File: config.mk
export PLATFORM = sky130hd
export DESIGN_NAME = data_memory_access
export DESIGN_NICKNAME = d
export VERILOG_FILES = /design/src/rtl/rv32_mem_pkg.sv /design/src/rtl/load_align.sv /design/src/rtl/data_memory_access.sv
export SDC_FILE = /design/constraint.sdc
export NUM_CORES = 1
export LEC_CHECK = 0
export BUFFER_PORTS_ARGS = -buffer_cell sky130_fd_sc_hd__buf_2
export CAP_MARGIN = 10
export CORE_MARGIN = 1
export CORE_UTILIZATION = 31
export CTS_BUF_LIST = sky130_fd_sc_hd__clkbuf_4 sky130_fd_sc_hd__clkbuf_8 sky130_fd_sc_hd__clkbuf_16
export CTS_CLUSTER_DIAMETER = 30
export DETAILED_ROUTE_END_ITERATION = 12
export HOLD_SLACK_MARGIN = 0.1
export PLACE_DENSITY = 0.61
export SLEW_MARGIN = 10
export SYNTH_ARGS = -nofsm -noshare
export SYNTH_HDL_FRONTEND = slang
export SYNTH_SLANG_ARGS = --single-unit
File: constraint.sdc
create_clock -name clock -period 5.9 [get_ports clock]
set_input_delay 0.59 -clock clock [delete_from_list [all_inputs] [get_ports clock]]
set_output_delay 0.59 -clock clock [all_outputs]
set_load 0.02 [all_outputs]
File: src/rtl/rv32_mem_pkg.sv
// Shared definitions for the RV32I memory-access stage.
// Holds funct3 codes, FSM encoding and lane helpers.
package rv32_mem_pkg;

  localparam logic [2:0] F3_LB  = 3'd0;
  localparam logic [2:0] F3_LH  = 3'd1;
  localparam logic [2:0] F3_LW  = 3'd2;
  localparam logic [2:0] F3_LBU = 3'd4;
  localparam logic [2:0] F3_LHU = 3'd5;
  localparam logic [2:0] F3_SB  = 3'd0;
  localparam logic [2:0] F3_SH  = 3'd1;
  localparam logic [2:0] F3_SW  = 3'd2;

  typedef enum logic [1:0] {
    IDLE,
    REQUEST,
    WAIT_DATA,
    RESPOND
  } state_t;

  // Undefined width codes are rejected alongside misalignment.
  function automatic logic bad_access(
    input logic [2:0] f3,
    input logic [1:0] off
  );
    case (f3)
      F3_LB, F3_LBU: return 1'b0;
      F3_LH, F3_LHU: return off[0];
      F3_LW:         return off != 2'b00;
      default:       return 1'b1;
    endcase
  endfunction

  function automatic logic [3:0] wstrb_of(
    input logic [2:0] f3,
    input logic [1:0] off
  );
    case (f3[1:0])
      2'b00:   return 4'b0001 << off;
      2'b01:   return 4'b0011 << off;
      default: return 4'b1111;
    endcase
  endfunction

  function automatic logic [31:0] wdata_of(
    input logic [2:0]  f3,
    input logic [31:0] data
  );
    case (f3[1:0])
      2'b00:   return {4{data[7:0]}};
      2'b01:   return {2{data[15:0]}};
      default: return data;
    endcase
  endfunction

  function automatic logic [7:0] byte_lane(
    input logic [31:0] w,
    input logic [1:0]  off
  );
    logic [31:0] s;
    s = w >> {off, 3'b000};
    return s[7:0];
  endfunction

  function automatic logic [15:0] half_lane(
    input logic [31:0] w,
    input logic        hi
  );
    return hi ? w[31:16] : w[15:0];
  endfunction

endpackage

File: src/rtl/load_align.sv
// Load lane select with sign or zero extension.
// Purely combinational; driven from the latched access.
module load_align
  import rv32_mem_pkg::*;
(
  input  logic [2:0]  funct3,
  input  logic [1:0]  offset,
  input  logic [31:0] rdata,
  output logic [31:0] result
);

  logic [7:0]  b;
  logic [15:0] h;

  assign b = byte_lane(rdata, offset);
  assign h = half_lane(rdata, offset[1]);

  always_comb begin
    result = rdata;
    case (funct3)
      F3_LB:   result = {{24{b[7]}}, b};
      F3_LH:   result = {{16{h[15]}}, h};
      F3_LBU:  result = {24'h0, b};
      F3_LHU:  result = {16'h0, h};
      default: result = rdata;
    endcase
  end

endmodule

File: src/rtl/data_memory_access.sv
// RV32I memory-access stage: address, alignment, bus FSM.
// One outstanding access; loads pulse a writeback, faults pulse.
module data_memory_access
  import rv32_mem_pkg::*;
#(
  parameter int TIMEOUT_CYCLES = 16
) (
  input  logic        clock,
  input  logic        reset,
  input  logic        request_valid,
  output logic        request_ready,
  input  logic        is_store,
  input  logic [2:0]  funct3,
  input  logic [31:0] operand1,
  input  logic [31:0] immediate12,
  input  logic [31:0] store_value,
  input  logic [4:0]  rd_index,
  output logic        mem_req,
  output logic        mem_we,
  output logic [31:0] mem_addr,
  output logic [3:0]  mem_wstrb,
  output logic [31:0] mem_wdata,
  input  logic        mem_grant,
  input  logic        mem_rvalid,
  input  logic [31:0] mem_rdata,
  output logic        writeback_valid,
  output logic [4:0]  writeback_rd,
  output logic [31:0] writeback_value,
  output logic        misaligned_fault,
  output logic        bus_fault,
  output logic [31:0] fault_address
);

  localparam logic [7:0] LAST = 8'(TIMEOUT_CYCLES - 1);

  state_t      state, state_next;
  logic [31:0] ea, ea_q, sv_q, aligned;
  logic [2:0]  f3_q;
  logic        st_q;
  logic [4:0]  rd_q;
  logic [7:0]  count;
  logic        accept, load_data, fault_set;
  logic        mis_next, bus_next, timeout;

  assign ea      = operand1 + immediate12;
  assign timeout = count == LAST;

  load_align u_align (
    .funct3 (f3_q),
    .offset (ea_q[1:0]),
    .rdata  (mem_rdata),
    .result (aligned)
  );

  always_comb begin
    state_next      = state;
    accept          = 1'b0;
    load_data       = 1'b0;
    fault_set       = 1'b0;
    mis_next        = 1'b0;
    bus_next        = 1'b0;
    request_ready   = 1'b0;
    mem_req         = 1'b0;
    mem_we          = 1'b0;
    mem_addr        = 32'h0;
    mem_wstrb       = 4'h0;
    mem_wdata       = 32'h0;
    writeback_valid = 1'b0;
    writeback_rd    = 5'h0;
    unique case (state)
      IDLE: begin
        request_ready = 1'b1;
        if (request_valid) begin
          accept = 1'b1;
          if (bad_access(funct3, ea[1:0])) begin
            mis_next  = 1'b1;
            fault_set = 1'b1;
          end else begin
            state_next = REQUEST;
          end
        end
      end
      REQUEST: begin
        mem_req  = 1'b1;
        mem_addr = {ea_q[31:2], 2'b00};
        mem_we   = st_q;
        if (st_q) begin
          mem_wstrb = wstrb_of(f3_q, ea_q[1:0]);
          mem_wdata = wdata_of(f3_q, sv_q);
        end
        if (mem_grant) begin
          if (st_q) begin
            state_next = IDLE;
          end else if (mem_rvalid) begin
            load_data  = 1'b1;
            state_next = RESPOND;
          end else begin
            state_next = WAIT_DATA;
          end
        end else if (timeout) begin
          bus_next   = 1'b1;
          fault_set  = 1'b1;
          state_next = IDLE;
        end
      end
      WAIT_DATA: begin
        if (mem_rvalid) begin
          load_data  = 1'b1;
          state_next = RESPOND;
        end else if (timeout) begin
          bus_next   = 1'b1;
          fault_set  = 1'b1;
          state_next = IDLE;
        end
      end
      RESPOND: begin
        writeback_valid = 1'b1;
        writeback_rd    = rd_q;
        state_next      = IDLE;
      end
      default: state_next = IDLE;
    endcase
  end

  always_ff @(posedge clock or posedge reset) begin
    if (reset) begin
      state            <= IDLE;
      ea_q             <= 32'h0;
      sv_q             <= 32'h0;
      f3_q             <= 3'h0;
      st_q             <= 1'b0;
      rd_q             <= 5'h0;
      count            <= 8'h0;
      writeback_value  <= 32'h0;
      misaligned_fault <= 1'b0;
      bus_fault        <= 1'b0;
      fault_address    <= 32'h0;
    end else begin
      state            <= state_next;
      misaligned_fault <= mis_next;
      bus_fault        <= bus_next;
      if (state_next != state) begin
        count <= 8'h0;
      end else if (state == REQUEST || state == WAIT_DATA) begin
        count <= count + 8'd1;
      end else begin
        count <= 8'h0;
      end
      if (accept) begin
        ea_q <= ea;
        sv_q <= store_value;
        f3_q <= funct3;
        st_q <= is_store;
        rd_q <= rd_index;
      end
      // Misalignment reports the fresh ea; timeouts the latched one.
      if (fault_set) begin
        fault_address <= (state == IDLE) ? ea : ea_q;
      end
      if (load_data) begin
        writeback_value <= aligned;
      end
    end
  end

endmodule

==> key figures, run 1 <==
STA
  • Crit path time final: 3.20 ns
  • Final Hold Viols: 0
  • Final period util: 54.3%
  • Highest clock rate: 0.312 GHz
  • Hold WS: 0.339 ns
  • Max-slew violation count: 0
  • Unrepaired setup endpoints after global routing: false
  • Setup violations, final: 0
  • Tightest Pin Transition: 1.15 ns
  • Sum Neg Setup Slack: 0 ns
  • Worst relative slew slack: 23.0%
  • Final Skew: 0.00934 ns

Die
  • Core Region: 28,900 sq um
  • Die area: 30,400 sq um
  • Initial Util: 31.8%
  • Die width: 174 microns
  • Row cnt: 62
  • I/O pins: 285
  • Die H: 174 microns

Critical path
  • Crit Path Class: reg -> out
  • CP Cell Sequence: inv_1, ha_2, nand2_1, a21oi_1, buf_2
  • Crit path buffers/inverters: 2
  • CP Max Fanout: 29
  • Worst Reg-to-Reg Cells: 8
  • Worst path max stage delay: 0.66 ns
  • Critical Path Start Type: flip-flop
  • WP data required: 5.31 ns
  • Cell family with most CP delay: simple AND/OR/NAND/NOR gates
  • Crit-path slowest cell: nand2_1
  • WP data arrival: 2.61 ns
  • Crit end category: output port
  • Cell depth of the worst setup path: 5

Synthesis
  • Post-synth EDFFs: 0
  • Syn Inst Count: 1,019
  • Post-Synthesis Cell Area: 9210 sq um
  • Post-synthesis area per instance: 9.04 sq um
  • Synthesis-stage register bit count: 149
  • Yosys top cell area share: 40.5%
  • Unique masters post-synth: 65
  • Ys Warns: 0
  • Top FF cell, synth: dfrtp_1
  • Seq/Total Area, Yosys: 40.5%
  • Synth top area cells: dfrtp_1 (40%), mux2_2 (7.1%), nand2_1 (5.2%), a21oi_1 (5.1%), o21ai_0 (5.0%)
  • Leading area contributor after synthesis: dfrtp_1
  • FFs w/ async S/R, synth: 100%

Outcome
  • Outcome: finished clean

Min path
  • HP Class: in -> async

Global routing
  • Largest net degree at the start of global routing: 103
  • Total gr overflow: 0
  • First-pass GRT wire length: 44,800 microns
  • GRT Total Usage: 18.8%
  • Initial antenna violation count: 2
  • Vias in the first global route: 8,145

Route
  • Via/cell ratio: 5.07
  • WL per Instance: 17.3 microns
  • Post-route ant nets: 0
  • DR pass1 iterations: 5
  • Number of DRC violations after detailed-routing iteration 0: 694
  • WL final: 28,700 microns
  • Number of remaining DRC errors: 0
  • Vias: 8,431

Power
  • Worst IR Drop VDD: 0.231 mV
  • Total power: 5.91 mW
  • PD cells: 513 nW/um^2
  • Lkg Pwr: 5.68 nW

CTS
  • Post-CTS setup buffer count: 0
  • Clock buffer depth: 2
  • CTS Buf Count: 17
  • Hold_buf cts: 0
  • Clock Sinks: 149
  • Reg clk slew, reported paths: 0.06 ns
  • Post-cts resize count: 0
  • CTS tree: built
  • Root Buffer: clkbuf_16
  • Max H-tree Level: 4
  • Worst skew pair latency: 0.41 ns

Flow run
  • Max cap viols: 0

Final layout
  • Nets@finish: 1,444
  • P&R area growth vs syn: 25.0%
  • Ant. Diodes: 0
  • Share of cells above drive strength 1: 32.0%

Placed design
  • RePlAce Congestion: 0.881
  • I/O Buffers: 282
  • HPWL after DPL: 21,200 microns
[layout make-up]
| class | instances | area (sq um) |
|---|---|---|
| fill | 2989 | 17400 |
| multi-input combinational | 782 | 5110 |
| sequential | 149 | 3730 |
| timing repair buffer | 291 | 1480 |
| clock buffer | 21 | 480 |
| tap | 384 | 480 |
| clock inverter | 11 | 136 |
| inverter | 24 | 95.1 |
[metrics by stage]
step	instance area [sq um]	cells	utilization (%)	setup WS (ns)
global placement	10900	1630	37.6	2.33
global route	11500	1662	39.8	2.44
CTS	11500	1662	39.8	2.63
floorplan	9210	1020	-	1.30
finish	11500	1662	39.8	2.70
detailed placement	10900	1630	37.6	2.28
[worst register-to-register path: cells and delay by family (launching register included)]
family | cells | cell delay, ns
DFF | 1 | 0.45
AOI/OAI and AO/OA | 2 | 0.37
and+or+nand+nor | 4 | 1.65
adders and majority gates | 1 | 0.34
buffers and inverters | 1 | 0.11
[cells by family after synthesis]
family / share of synthesized area [%]
buffers and inverters: 4.23
other: 0.0407
DFF: 40.5
adders and majority gates: 5.11
xor gates and xnor gates: 3.42
AOI/OAI and AO/OA: 18.0
muxes: 11.5
and+or+nand+nor: 17.2
[placed cells by master (no fill, tap or decap), types with 16 or more instances in the layout]
master / instances
mux2i_1: 41
inv_1: 23
nor2_1: 87
a21oi_1: 93
and2_1: 43
mux2_2: 58
dfrtp_1: 148
o21ai_0: 92
clkbuf_16: 17
buf_2: 282
nand2_1: 127
xnor2_1: 23
ha_1: 34
and3_1: 16
[per-layer routing]
layer / routed length (microns) / track usage (%) / up-vias / share of wire, %
li1: - / - / 4051 / -
met1: 12600 / 25.3 / 4013 / 44
met2: 13700 / 31.1 / 338 / 48
met3: 2100 / 3.48 / 25 / 7.3
met4: 340 / 4.64 / 4 / 1.2
met5: 17 / 0 / - / 0.059
[report_power, final]
group	internal, mW	switching (mW)
clock	0.679	0.460
combinational	1.10	1.82
sequential	1.50	0.343
total	3.28	2.62
[synthesized netlist by cell type (5+ instances only)]
library cell and number:
nor2_1 87, nor3_1 7, mux2i_1 41, inv_1 24, nand3_1 13, o21ai_1 5
nor2b_1 6, and2_1 43, clkbuf_1 47, mux2_2 58, buf_1 9, nand4_1 8
o21ai_0 92, o22ai_1 7, nand2_1 128, ha_1 36, a21o_1 9, xnor2_1 23
dfrtp_1 149, a31oi_1 7, o21a_1 5, a211oi_1 7, and3_1 16, o21bai_1 5
a221oi_1 8, a21oi_1 93, xor2_1 13, nor3b_1 6, nand2b_1 6
[sequential cells by signal, indices dropped and copies added (netlist names)]
name and cells:
f3_q 3, state 2, misaligned_fault 1, ea_q 32
fault_address 32, st_q 1, rd_q 5, count 8
bus_fault 1, writeback_value 32, sv_q 32
[final timing paths]
| kind | endpoint | slack, ns | from |
|---|---|---|---|
| min in group clock | sv_q[30] | 0.40 | store_value[30] |
| min | rd_q[4] | 0.34 | reset |
| max in group asynchronous | ea_q[7] | 4.30 | reset |
| min reg2reg | count[0] | 0.47 | count[0] |
| max reg2reg | writeback_value[31] | 2.80 | state[1] |
| max | mem_wdata[10] | 2.70 | state[1] |
No activity file was read; power rests on OpenSTA's default activity.
==> run 2: changes to the inputs <==
--- a/config.mk
+++ b/config.mk
@@ -13,7 +13,7 @@
 export CTS_CLUSTER_DIAMETER = 30
 export DETAILED_ROUTE_END_ITERATION = 12
 export HOLD_SLACK_MARGIN = 0.1
-export PLACE_DENSITY = 0.61
+export PLACE_DENSITY = 0.63
 export SLEW_MARGIN = 10
 export SYNTH_ARGS = -nofsm -noshare
 export SYNTH_HDL_FRONTEND = slang
==> constraint.sdc (replaced) <==
create_clock -name clock -period 2.8 [get_ports clock]
set_input_delay 0.28 -clock clock [delete_from_list [all_inputs] [get_ports clock]]
set_output_delay 0.28 -clock clock [all_outputs]
set_load 0.02 [all_outputs]
==> run 2 against run 1 <==
Global-route usage grew 1.5 points. Clock power grew 110%. Clock skew grew 0.012 ns. Non-clock buffer count grew 78. First-iteration DRC count shrank 20%. Utilization grew 2.6 points. Combinational power grew 120%. Critical endpoint is now mem_wstrb[2]. Cell count grew 4.8%. Via count grew 4.1%.
==> key figures, run 2 (synthesized netlist as in run 1, its figures left out) <==
Outcome
  • Outcome: finished clean

STA
  • Tightest Pin Transition: 0.565 ns (-0.589 ns)
  • Unrepaired setup endpoints after global routing: false
  • Highest clock rate: 0.372 GHz
  • Worst relative slew slack: 62.2% (+39 points)
  • Crit path time final: 2.69 ns
  • Post-route setup slack: 0.111 ns (-2.59 ns)
  • Final Skew: 0.0214 ns (+0.0120 ns)
  • Setup violations, final: 0 (unchanged)
  • Max-slew violation count: 0 (unchanged)
  • Final period util: 96.0%
  • Sum Neg Setup Slack: 0 ns (unchanged)
  • Final Hold Viols: 0 (unchanged)

Min path
  • Hold path start: mem_rdata[18]
  • HP Class: in -> reg

Route
  • Number of remaining DRC errors: 0 (unchanged)
  • WL per Instance: 17.7 microns (+2.7%)
  • Via/cell ratio: 5.04 (-0.64%)
  • Number of DRC violations after detailed-routing iteration 0: 553 (-20%)
  • Vias: 8,775 (+4.1%)
  • Post-route ant nets: 0 (unchanged)
  • DR pass1 iterations: 5 (unchanged)
  • WL final: 30,900 microns (+7.6%)

Critical path
  • Crit-path slowest cell: dfrtp_1
  • RR Startpoint: state[1]
  • Worst path max stage delay: 0.47 ns (-0.19 ns)
  • Critical Path Start Type: flip-flop
  • Cell family with most CP delay: buffers and inverters
  • WP data arrival: 2.41 ns (-0.20 ns)
  • Crit end category: output port
  • Crit path buffers/inverters: 4 (+2)
  • CP Max Fanout: 20 (-31%)
  • WP data required: 2.52 ns (-2.79 ns)
  • Worst Setup SP: state[1]
  • CP Cell Sequence: inv_1, ha_2, buf_4, nand2_1, buf_4, a21oi_1, buf_2
  • CP dominant cell by count: buf_4
  • Crit Path Class: reg -> out

CTS
  • Clock Sinks: 149 (unchanged)
  • Root Buffer: clkbuf_16
  • Clock buffer depth: 2 (unchanged)
  • Reg clk slew, reported paths: 0.07 ns (about the same)
  • Worst skew pair latency: 0.44 ns (+0.03 ns)
  • Post-cts resize count: 0 (unchanged)
  • CTS tree: built
  • Post-CTS setup buffer count: 0 (unchanged)
  • Max H-tree Level: 4 (unchanged)
  • CTS Buf Count: 17 (unchanged)
  • Hold_buf cts: 42 (+42)

Global routing
  • Total gr overflow: 0 (unchanged)
  • Largest net degree at the start of global routing: 57 (-45%)
  • GRT Total Usage: 20.3% (+1.5 points)
  • Initial antenna violation count: 1 (-1)
  • First-pass GRT wire length: 48,200 microns (+7.5%)
  • Vias in the first global route: 8,867 (+8.9%)

Die
  • I/O pins: 285 (unchanged)
  • Core Region: 28,900 sq um (unchanged)
  • Initial Util: 31.8% (unchanged)
  • Die H: 174 microns (unchanged)
  • Die area: 30,400 sq um (unchanged)
  • Row cnt: 62 (unchanged)
  • Die width: 174 microns (unchanged)

Final layout
  • Nets@finish: 1,522 (+5.4%)
  • Most frequent cells in the layout: buf_2 (282), dfrtp_1 (148), nand2_1 (127)
  • P&R area growth vs syn: 33.0%
  • Layout Cells excl Fill: 1,741 (+4.8%)
  • Filler instances: 2,926 (-2.1%)
  • Share of cells above drive strength 1: 32.8% (+0.81 points)
  • Final core occ: 42.3% (+2.6 points)
  • Most common cell after layout, fill and taps aside: buf_2

Power
  • Total power: 12.7 mW (+120%)
  • Lkg Pwr: 6.04 nW (+6.4%)
  • Worst IR Drop VDD: 0.439 mV (+90%)
  • PD cells: 1040 nW/um^2 (+100%)

Placed design
  • I/O Buffers: 282 (unchanged)
  • Placed cell count: 1,666 (+2.2%)
  • DP Worst Slack: -0.0692 ns (-2.35 ns)
  • HPWL after DPL: 23,000 microns (+8.6%)
  • RePlAce Congestion: 0.910 (+3.3%)

Flow run
  • Max cap viols: 0 (unchanged)
[run 2: cell count changes in the layout (fill, tap and decap cells not counted), sizes merged]
cell         before  now
dlygate4sd3       0   42
buf             291  327
clkbuf           21   18
inv              29   31
bufinv            2    1
clkinv            3    4
clkinvlp          1    2
diode             0    1
[run 2: metal layers]
metal	up-vias	track usage (%)	wire (microns)
li1	4206	-	-
met1	4161	25.5	13500
met2	363	34.4	14600
met3	45	4.35	1980
met4	0	6.76	852
met5	-	0	0
[run 2: power by group]
part           switching [mW]  leakage (nW)  internal [mW]
registers               0.742          1.81           3.16
logic                    3.95          3.95           2.56
clock network            1.06         0.286           1.28
[run 2: through the flow]
stage,hold slack (ns),area (sq um)
2_1_floorplan,0.422,9220
3_3_place_gp,0.269,11200
3_5_place_dp,0.271,11200
4_1_cts,0.101,12200
5_1_grt,0.116,12300
6_report,0.117,12300
[run 2: worst min-delay path: stages]
cell and delay, ns:
buf_2 0.11, nand2_1 0.06, a21oi_1 0.06
[run 2: final timing paths]
kind | slack [ns] | cells after the start | endpoint
worst max register to register | 0.48 | 10 | count[0]
worst max-delay path | 0.11 | 7 | mem_wstrb[2]
max in group asynchronous | 1.72 | 4 | f3_q[1]
worst min-delay path | 0.12 | 3 | writeback_value[18]
min in group asynchronous | 0.35 | 3 | fault_address[3]
worst min register to register | 0.47 | 2 | fault_address[12]
[run 2: final cells by class]
cell class                 count  area (sq um)  area share [%]
antenna                        1          2.50          0.0204
clock buffer                  18           439            3.58
clock inverter                14           140            1.14
inverter                      24          93.8           0.766
multi-input combinational    782          5110            41.7
sequential                   149          3730            30.4
tap                          384           480            3.92
timing repair buffer         369          2260            18.4
==> run 3: changes to the inputs <==
--- a/config.mk
+++ b/config.mk
@@ -9,12 +9,12 @@
 export CAP_MARGIN = 10
 export CORE_MARGIN = 1
 export CORE_UTILIZATION = 31
-export CTS_BUF_LIST = sky130_fd_sc_hd__clkbuf_4 sky130_fd_sc_hd__clkbuf_8 sky130_fd_sc_hd__clkbuf_16
+export CTS_BUF_LIST = sky130_fd_sc_hd__clkbuf_2 sky130_fd_sc_hd__clkbuf_4 sky130_fd_sc_hd__clkbuf_8
 export CTS_CLUSTER_DIAMETER = 30
 export DETAILED_ROUTE_END_ITERATION = 12
 export HOLD_SLACK_MARGIN = 0.1
 export PLACE_DENSITY = 0.63
-export SLEW_MARGIN = 10
+export SLEW_MARGIN = 20
 export SYNTH_ARGS = -nofsm -noshare
 export SYNTH_HDL_FRONTEND = slang
 export SYNTH_SLANG_ARGS = --single-unit
==> constraint.sdc (replaced) <==
create_clock -name clock -period 2.3 [get_ports clock]
set_input_delay 0.23 -clock clock [delete_from_list [all_inputs] [get_ports clock]]
set_output_delay 0.23 -clock clock [all_outputs]
set_load 0.02 [all_outputs]
==> run 3 against run 2 <==
Flip-flop and latch count unchanged. Count of clock-buffer cells in the layout increased by 1. Register-to-register slack got worse by 0.32 ns. First-iteration DRC count increased by 12%. Sequential power increased by 24%. Non-clock buffer count increased by 78. Setup slack about the same. Highest routed layer unchanged.
==> key figures, run 3 (synthesized netlist as in run 1, its figures left out) <==
Final layout
  • Most common cell after layout, fill and taps aside: buf_2
  • Share of cells above drive strength 1: 36.0% (+3.2 points)
  • Nets@finish: 1,600 (+5.1%)
  • P&R area growth vs syn: 38.6%
  • Most frequent cells in the layout: buf_2 (281), dfrtp_1 (143), nand2_1 (126)

Route
  • Number of remaining DRC errors: 0 (unchanged)
  • Number of DRC violations after detailed-routing iteration 0: 617 (+12%)
  • WL per Instance: 16.8 microns (-5.1%)
  • WL final: 30,600 microns (-0.81%)
  • DR pass1 iterations: 4 (-1)
  • Vias: 8,910 (+1.5%)
  • Via/cell ratio: 4.90 (-2.8%)
  • Post-route ant nets: 0 (unchanged)

CTS
  • Clock Sinks: 149 (unchanged)
  • Worst skew pair latency: 0.45 ns (about the same)
  • Reg clk slew, reported paths: 0.08 ns (about the same)
  • Root Buffer: clkbuf_8
  • Clock buffer depth: 2 (unchanged)
  • CTS Buf Count: 17 (unchanged)
  • Max H-tree Level: 4 (unchanged)
  • CTS tree: built

Critical path
  • Cell family with most CP delay: compound AO/OA/AOI/OAI gates
  • Crit path buffers/inverters: 1 (-3)
  • Crit-path slowest cell: fa_2
  • Worst path max stage delay: 0.36 ns (-0.11 ns)
  • WP data arrival: 2.52 ns (+0.11 ns)
  • Critical Path Start Type: input port
  • CP Max Fanout: 3 (-85%)
  • CP Cell Sequence: buf_2, ha_4, fa_2, a211oi_2, o21bai_2, a211oi_4, nor2_2, a41o_4, a211oi_4, mux2i_1, a211o_1
  • Crit end category: flip-flop
  • WP data required: 2.64 ns (+0.12 ns)
  • CP dominant cell by count: a211oi_4
  • Crit Path Class: in -> reg

STA
  • Max-slew violation count: 0 (unchanged)
  • Hold WS: 0.151 ns (+0.0341 ns)
  • Final period util: 95.2%
  • Final Hold Viols: 0 (unchanged)
  • Final Skew: 0.0210 ns (-0.000397 ns)
  • Worst relative slew slack: 62.2% (about the same)
  • Setup violations, final: 0 (unchanged)
  • Unrepaired setup endpoints after global routing: true
  • Highest clock rate: 0.457 GHz
  • Post-route setup slack: 0.111 ns (-0.000108 ns)
  • Crit path time final: 2.19 ns
  • Tightest Pin Transition: 0.566 ns (+0.000510 ns)

Power
  • Internal power: 8.11 mW (+16%)
  • Seq pwr share: 32.4% (+1.8 points)
  • Sw frac: 45.8% (+0.69 points)
  • Switching power: 6.86 mW (+19%)
  • Combinational fraction of design power: 54.2% (+3.2 points)
  • Lkg Pwr: 6.33 nW (+4.8%)
  • PD cells: 1170 nW/um^2 (+13%)
  • Worst IR Drop VDD: 0.540 mV (+23%)
  • Clock power frac: 13.4% (-5.0 points)

Die
  • Row cnt: 62 (unchanged)
  • I/O pins: 285 (unchanged)
  • Initial Util: 31.8% (unchanged)
  • Core Region: 28,900 sq um (unchanged)
  • Die width: 174 microns (unchanged)
  • Die area: 30,400 sq um (unchanged)
  • Die H: 174 microns (unchanged)

Min path
  • HP Class: in -> reg

Placed design
  • HPWL after DPL: 23,300 microns (+1.5%)
  • RePlAce Congestion: 0.925 (+1.6%)
  • DP Worst Slack: -0.356 ns (-0.287 ns)
  • I/O Buffers: 282 (unchanged)

Global routing
  • Vias in the first global route: 8,948 (+0.91%)
  • Largest net degree at the start of global routing: 80 (+40%)
  • GRT Total Usage: 20.0% (-0.31 points)
  • Initial antenna violation count: 1 (unchanged)
  • First-pass GRT wire length: 47,600 microns (-1.1%)
  • Total gr overflow: 0 (unchanged)

Outcome
  • Outcome: finished clean

Flow run
  • Max cap viols: 0 (unchanged)
## run 3: cell count changes in the layout (fill, tap and decap cells not counted), sizes merged
cell         change
clkinv           +1
buf             +59
dlygate4sd3     +19
inv              -4
clkbuf           +1
clkinvlp         +2
## run 3: power groups by stage
stage | clock network [mW] | registers [mW] | logic (mW)
4_1_cts | 2.09 | 4.83 | 8.09
3_3_place_gp | 0 | 4.83 | 7.85
5_1_grt | 2.20 | 5.02 | 8.83
3_5_place_dp | 0 | 4.88 | 7.95
6_report | 2.01 | 4.85 | 8.11
2_1_floorplan | 0 | 5.15 | 4.71
## run 3: per-stage QoR
stage               TNS [ns]  util, %  power [mW]  cell area, sq um  instances
floorplan            -0.0366        -        9.85              9230       1020
global placement       -8.71     40.4        12.7             11700       1722
detailed placement    -10.80     40.4        12.8             11700       1722
CTS                        0     43.9        15.0             12700       1814
global route        -0.00185     44.1        16.1             12800       1819
finish                     0     44.1        15.0             12800       1819
## run 3: layout make-up
cell class / instances / area, sq um
Timing Repair Buffer: 447 / 2910
Multi-Input combinational cell: 782 / 5160
Clock buffer: 19 / 255
Tap cell: 384 / 480
Inverter: 24 / 93.8
Sequential cell: 149 / 3740
Fill cell: 2815 / 16200
Antenna cell: 1 / 2.50
Clock inverter: 13 / 124
## run 3: path summary, 6_finish.rpt
path                              startpoint  slack [ns]  cells past startpoint                  to
worst max-delay path             operand1[0]        0.11                     11   fault_address[30]
worst min-delay path            mem_rdata[4]        0.15                      3  writeback_value[4]
worst max register to register      count[0]        0.16                     10            count[4]
worst min register to register      count[0]        0.47                      1            count[0]
max in group asynchronous              reset        1.41                      4             f3_q[0]
min in group asynchronous              reset        0.44                      4            sv_q[30]
## run 3: worst reg2reg max path, cell delays in order, from the launching register on
cell,delay [ns]
dfrtp_1,0.40
ha_1,0.22
and3_1,0.20
nand2_1,0.08
nand2_1,0.07
mux2i_1,0.16
a22oi_2,0.12
xnor2_2,0.16
a2111oi_4,0.33
buf_4,0.19
nor2b_1,0.13
## run 3: metal layers
metal / part of all wire (%) / track usage (%) / up-vias / wire length (microns)
met5: 0 / 0 / - / 0
met4: 2.5 / 7.24 / 0 / 772
met3: 5.3 / 3.19 / 42 / 1610
met2: 49 / 34.2 / 293 / 14900
met1: 44 / 25.3 / 4201 / 13300
li1: - / - / 4374 / -
## run 3: repair_timing
item                                    in CTS  in global routing
endpoints found under the hold margin      208                  1
hold buffers                                60                  1
pin swaps                                    0                  3
endpoints found under the setup margin      33                 34
gates resized for setup                      5                 12
setup buffers                                0                  3
